## config.mk

```make
export PLATFORM = sky130hd
export DESIGN_NAME = set_field_sequencer
export DESIGN_NICKNAME = d
export VERILOG_FILES = /design/src/rtl/set_field_sequencer.sv
export SDC_FILE = /design/constraint.sdc
export NUM_CORES = 1
export LEC_CHECK = 0
export BUFFER_PORTS_ARGS = -buffer_cell sky130_fd_sc_hd__buf_2
export CAP_MARGIN = 40
export CORE_ASPECT_RATIO = 0.6
export CORE_MARGIN = 2
export CORE_UTILIZATION = 45
export DETAILED_ROUTE_END_ITERATION = 6
export PLACE_DENSITY = 0.64
export SYNTH_ARGS = -nofsm -noshare
export SYNTH_HDL_FRONTEND = slang
export SYNTH_SLANG_ARGS = --single-unit
export TNS_END_PERCENT = 20
```

## constraint.sdc

```tcl
create_clock -name clk -period 3.5 [get_ports clk]
set_clock_uncertainty 0.1 [all_clocks]
set_input_delay 0.175 -clock clk [delete_from_list [all_inputs] [get_ports clk]]
set_output_delay 0.175 -clock clk [all_outputs]
set_load 0.01 [all_outputs]
```

## src/rtl/set_field_sequencer.sv

```systemverilog
// Edit-mode sequencer for the clock/calendar field counters: one-hot field select plus aum/dism step pulses.
// Optional hold-to-repeat stepping is built when SET_FIELD_AUTO_REPEAT_EN is defined.
module set_field_sequencer #(
  parameter int unsigned N_FIELDS       = 6,
  parameter int unsigned SEL_W          = 3,
  parameter int unsigned CNT_W          = 32,
  parameter int unsigned TIMEOUT_CYCLES = 1000000000,
  parameter int unsigned HOLD_CYCLES    = 50000000,
  parameter int unsigned REPEAT_CYCLES  = 10000000
) (
  input  logic                clk,
  input  logic                reset,
  input  logic                btn_edit,
  input  logic                btn_right,
  input  logic                btn_left,
  input  logic                btn_up,
  input  logic                btn_down,
  output logic                edit_active,
  output logic [SEL_W-1:0]    field_sel,
  output logic [N_FIELDS-1:0] en_field,
  output logic                aum,
  output logic                dism
);

  typedef enum logic {IDLE, EDIT} state_t;

  localparam logic [SEL_W-1:0] LAST_SEL = SEL_W'(N_FIELDS - 1);
  localparam logic [CNT_W-1:0] TMO_LAST = CNT_W'(TIMEOUT_CYCLES - 1);
  localparam bit               TMO_EN   = (TIMEOUT_CYCLES != 0);

  state_t               state, nxt_state;
  logic [4:0]           btn_s, btn_q, rise;
  logic [CNT_W-1:0]     tmo_cnt, nxt_tmo;
  logic [SEL_W-1:0]     nxt_sel;
  logic [N_FIELDS-1:0]  nxt_en;
  logic                 nxt_aum, nxt_dism;
  logic                 edit_go, nav_r, nav_l, nav, step_up, step_dn;
  logic                 rep_up, rep_dn;

  // Buttons are captured in btn_s first, so rise is seen one cycle after the press
  // and the resulting outputs appear one cycle later still.
  always_comb begin
    rise    = btn_s & ~btn_q;
    edit_go = (state == EDIT) && !rise[0];
    nav_r   = edit_go & rise[1] & ~rise[2];
    nav_l   = edit_go & rise[2] & ~rise[1];
    nav     = nav_r | nav_l;
    step_up = edit_go & ~nav & rise[3] & ~rise[4];
    step_dn = edit_go & ~nav & rise[4] & ~rise[3];
  end

`ifdef SET_FIELD_AUTO_REPEAT_EN
  localparam logic [CNT_W-1:0] HOLD_LAST = CNT_W'(HOLD_CYCLES - 1);
  localparam logic [CNT_W-1:0] REP_LAST  = CNT_W'(REPEAT_CYCLES - 1);

  logic             rep_on, rep_dir_up, rep_first, still_held, rep_fire;
  logic [CNT_W-1:0] hold_cnt;

  always_comb begin
    still_held = rep_dir_up ? (btn_s[3] & ~btn_s[4]) : (btn_s[4] & ~btn_s[3]);
    rep_fire   = edit_go & ~nav & rep_on & still_held &
                 (hold_cnt == (rep_first ? HOLD_LAST : REP_LAST));
    rep_up     = rep_fire & rep_dir_up;
    rep_dn     = rep_fire & ~rep_dir_up;
  end

  always_ff @(posedge clk) begin
    if (!reset) begin
      rep_on     <= 1'b0;
      rep_dir_up <= 1'b0;
      rep_first  <= 1'b0;
      hold_cnt   <= '0;
    end else if (step_up || step_dn) begin
      rep_on     <= btn_s[3] ^ btn_s[4];
      rep_dir_up <= step_up;
      rep_first  <= 1'b1;
      hold_cnt   <= '0;
    end else if (edit_go && !nav && rep_on && still_held) begin
      if (rep_fire) begin
        hold_cnt  <= '0;
        rep_first <= 1'b0;
      end else begin
        hold_cnt  <= hold_cnt + CNT_W'(1);
      end
    end else begin
      rep_on   <= 1'b0;
      hold_cnt <= '0;
    end
  end
`else
  assign rep_up = 1'b0;
  assign rep_dn = 1'b0;
`endif

  always_comb begin
    nxt_state = state;
    nxt_sel   = field_sel;
    nxt_tmo   = tmo_cnt;
    nxt_aum   = 1'b0;
    nxt_dism  = 1'b0;
    case (state)
      IDLE: begin
        nxt_tmo = '0;
        if (rise[0]) begin
          nxt_state = EDIT;
          nxt_sel   = '0;
        end
      end
      EDIT: begin
        if (rise[0]) begin
          nxt_state = IDLE;
          nxt_tmo   = '0;
        end else begin
          if (nav_r)
            nxt_sel = (field_sel == LAST_SEL) ? '0 : field_sel + SEL_W'(1);
          else if (nav_l)
            nxt_sel = (field_sel == '0) ? LAST_SEL : field_sel - SEL_W'(1);
          nxt_aum  = step_up | rep_up;
          nxt_dism = step_dn | rep_dn;
          if (nav || nxt_aum || nxt_dism)
            nxt_tmo = '0;
          else if (TMO_EN && tmo_cnt == TMO_LAST) begin
            nxt_state = IDLE;
            nxt_tmo   = '0;
          end else if (tmo_cnt != '1)
            nxt_tmo = tmo_cnt + CNT_W'(1);
        end
      end
      default: nxt_state = IDLE;
    endcase
    for (int unsigned i = 0; i < N_FIELDS; i++)
      nxt_en[i] = (nxt_state == EDIT) && (nxt_sel == SEL_W'(i));
  end

  always_ff @(posedge clk) begin
    if (!reset) begin
      state       <= IDLE;
      btn_s       <= '0;
      btn_q       <= '0;
      tmo_cnt     <= '0;
      field_sel   <= '0;
      en_field    <= '0;
      edit_active <= 1'b0;
      aum         <= 1'b0;
      dism        <= 1'b0;
    end else begin
      btn_s       <= {btn_down, btn_up, btn_left, btn_right, btn_edit};
      btn_q       <= btn_s;
      state       <= nxt_state;
      tmo_cnt     <= nxt_tmo;
      field_sel   <= nxt_sel;
      en_field    <= nxt_en;
      edit_active <= (nxt_state == EDIT);
      aum         <= nxt_aum;
      dism        <= nxt_dism;
    end
  end

endmodule

```

==> flow_metrics.tcl <==
set metrics [dict create \
    status "finished clean" \
    clock_latency_ns 0.31 \
    dp_cells 382 \
    initial_core_util 0.4704 \
    path_cells "ha_1 > nand4_1 > or2_1 > o41ai_4 > o31ai_1 > a21oi_2" \
    setup_violations 0 \
    dieArea_mm2 0.006527 \
    wire_per_inst_um 14.20 \
    synth_seq_cells 54 \
    drc 0 \
    relSlewSlack 0.3857 \
    grt_pass1_vias 1924 \
    cts_setup_buffers 0 \
    portBuffers 18 \
    drive_gt1_frac 0.1333 \
    syn_inst 299 \
    die_h_um 63.39 \
    place_hpwl_mm 4.011 \
    holdCritPathClass "primary input to flip-flop" \
    fin_cells 395 \
    peakVddDrop_mv 0.1846 \
    clk_path_buf_depth 2 \
    clock-root-buffer "clkbuf_8" \
    synth_area_mm2 0.002645 \
    drtAntennaViolNets 0 \
    timing.critical_path.buf_inv 0 \
    grt_antenna_before_repair 0 \
    fin_tns_setup_ns 0 \
    drv_slew 0 \
    power_leakage_uw 0.0009253 \
    ctsHtreeMaxLevel 2 \
    dr.pass1.iters 5 \
    die_w_um 103.0 \
    cp-start-kind "flip-flop" \
    cap_violations 0 \
    fin_crit_ns 2.502 \
    cts_tree "done" \
    synth_edf_count 0 \
    cts_num_sinks 54 \
    routed_wl_mm 5.608 \
    arrival_ns 2.65 \
    gp_congestion 0.8627 \
    cts_buffers 5 \
    tightest_slew_ns 0.9184 \
    rsz0062_at_grt "no" \
    num_vias 2229 \
    ys_warn_count 0 \
    path_delay_family "compound AO/OA/AOI/OAI gates" \
    synthToLayoutAreaGrowth_pct 9.934 \
    final_nets 322 \
    syn_avg_cell_area_um2 8.846 \
    gr-total-overflow 0 \
    avgViaCountPerCell 5.643 \
    required_ns 3.65 \
    ys_types 48 \
    dr.first_iter.drc_count 212 \
    max_freq_mhz 399.7 \
    hold_violations 0 \
    grt_pass1_wl_mm 9.701 \
    grt_use_total 0.1880 \
    synthArstFlopShare 0 \
    diodes 0 \
    slowest_stage "o41ai_4" \
    synth_flop_cell "dfxtp_1" \
    finalCritPeriodShare 0.7149 \
    slowest_delay_ns 0.88 \
    seq_area_frac_synth 0.4087 \
    core_mm2 0.005623 \
    syn_nets 307 \
    critPathKind "flip-flop to flip-flop" \
    critPathMaxFanout 19 \
    std_cell_rows 21 \
    power_density_mw_per_mm2 358.7 \
    io_pins 19 \
    grt_max_degree 33 \
    path_clk_slew_ns 0.10 \
    critPathCaptureType "flip-flop" \
]
[final cells by class]
cell class | instances | area [µm²]
inverter | 2 | 7.507
clock inverter | 2 | 16.27
multi-input combinational | 227 | 1473
clock buffer | 6 | 82.58
timing repair buffer | 24 | 147.6
fill | 565 | 2715
sequential | 54 | 1081
tap | 80 | 100.1
[cell families after synthesis]
kind of cell / after synthesis / share of synthesized area
simple gates: 156 / 0.3690
compound gates: 57 / 0.1396
flops: 54 / 0.4087
buf+inv: 18 / 0.03453
xor+xnor: 12 / 0.03974
mux: 1 / 0.003784
fa+ha+maj: 1 / 0.004730
[repair_timing]
item / 4_1_cts / 5_1_grt
setup endpoints to repair: 0 / 0
gates resized for setup: 0 / 0
hold buffers: 5 / 0
endpoints found under the hold margin: 5 / 0
[synth_stat cells (3+ instances only)]
cell / instances / share of area
dfxtp_1: 54 / 0.41
a21oi_1: 18 / 0.034
and2_1: 17 / 0.040
nand2_1: 17 / 0.024
nand4_1: 17 / 0.040
nor2_1: 17 / 0.024
nand3_1: 15 / 0.028
o21ai_0: 14 / 0.026
or3_1: 14 / 0.033
buf_2: 10 / 0.019
xor2_1: 9 / 0.030
or4_1: 8 / 0.023
nor3_1: 7 / 0.013
nor4_1: 7 / 0.017
o31ai_1: 7 / 0.020
nor4b_1: 6 / 0.020
o21ai_1: 5 / 0.0095
a21oi_2: 4 / 0.013
and3_1: 4 / 0.0095
clkbuf_1: 4 / 0.0057
nand2b_1: 4 / 0.0095
nor2b_1: 4 / 0.0095
or2_2: 4 / 0.0095
xnor2_1: 3 / 0.0099
[through the flow]
| step | utilization | hold slack, ns | setup slack (ns) | cell area, µm² | total power (µW) |
|---|---|---|---|---|---|
| 2_1_floorplan | - | 0.2023 | 1.452 | 2645 | 672.0 |
| 3_3_place_gp | 0.4907 | 0.2819 | 1.126 | 2759 | 683.4 |
| 3_5_place_dp | 0.4907 | 0.2873 | 1.036 | 2759 | 683.9 |
| 4_1_cts | 0.5171 | 0.1294 | 1.015 | 2908 | 1055 |
| 5_1_grt | 0.5171 | 0.1463 | 0.8179 | 2908 | 1091 |
| 6_report | 0.5171 | 0.1349 | 0.9980 | 2908 | 1043 |
[placed cells by master, fill, tap and decap left out, types with 2 or more instances in the layout]
cell | netlist | final
dfxtp_1 | 54 | 54
a21oi_1 | 18 | 18
buf_2 | 10 | 18
nand2_1 | 17 | 17
nand4_1 | 17 | 17
and2_1 | 17 | 17
nor2_1 | 17 | 17
nand3_1 | 15 | 15
or3_1 | 14 | 14
o21ai_0 | 14 | 14
xor2_1 | 9 | 9
or4_1 | 8 | 8
o31ai_1 | 7 | 7
nor3_1 | 7 | 7
nor4_1 | 7 | 7
nor4b_1 | 6 | 6
clkbuf_8 | 0 | 6
o21ai_1 | 5 | 5
dlygate4sd3_1 | 0 | 5
nand2b_1 | 4 | 4
nor2b_1 | 4 | 4
and3_1 | 4 | 4
or2_2 | 4 | 4
a21oi_2 | 4 | 4
xnor2_1 | 3 | 3
and4_1 | 2 | 2
nand4_4 | 2 | 2
or2_1 | 2 | 2
nor4_4 | 2 | 2
inv_1 | 2 | 2
a311o_1 | 2 | 2
[power by group]
part           total (µW)  internal [µW]  switching (µW)
Combinational        46.3           20.4            25.9
Clock                 369            163             206
Sequential            628            622            5.65
[worst reg2reg max path: cells and delay by family (launching register included)]
| family | cells | cell delay [ns] |
|---|---|---|
| AOI/OAI and AO/OA | 3 | 1.23 |
| DFF | 1 | 0.38 |
| and+or+nand+nor | 2 | 0.46 |
| adders and majority gates | 1 | 0.26 |
[worst paths after layout]
kind                            cells after the start           to  slack, ns        from
worst min register to register                      1     btn_q[1]       0.36    btn_s[1]
worst max-delay path                                6  tmo_cnt[25]        1.0  tmo_cnt[0]
worst min-delay path                                2     btn_s[4]       0.13       reset
worst max register to register                      6  tmo_cnt[25]        1.0  tmo_cnt[0]
[registers in the layout, summed over array words and instances, names as in the netlist]
name       flops
tmo_cnt       32
en_field       6
btn_q          5
btn_s          5
field_sel      3
aum            1
dism           1
state          1
[per-layer routing]
layer  up-vias  part of all wire  global-route usage
met5         -                 0                   0
met4         0            0.0061             0.04605
li1       1138                 -                   -
met2        59              0.37              0.2175
met3         5             0.055             0.04440
met1      1027              0.57              0.3258
No activity file was read; power rests on OpenSTA's default activity.
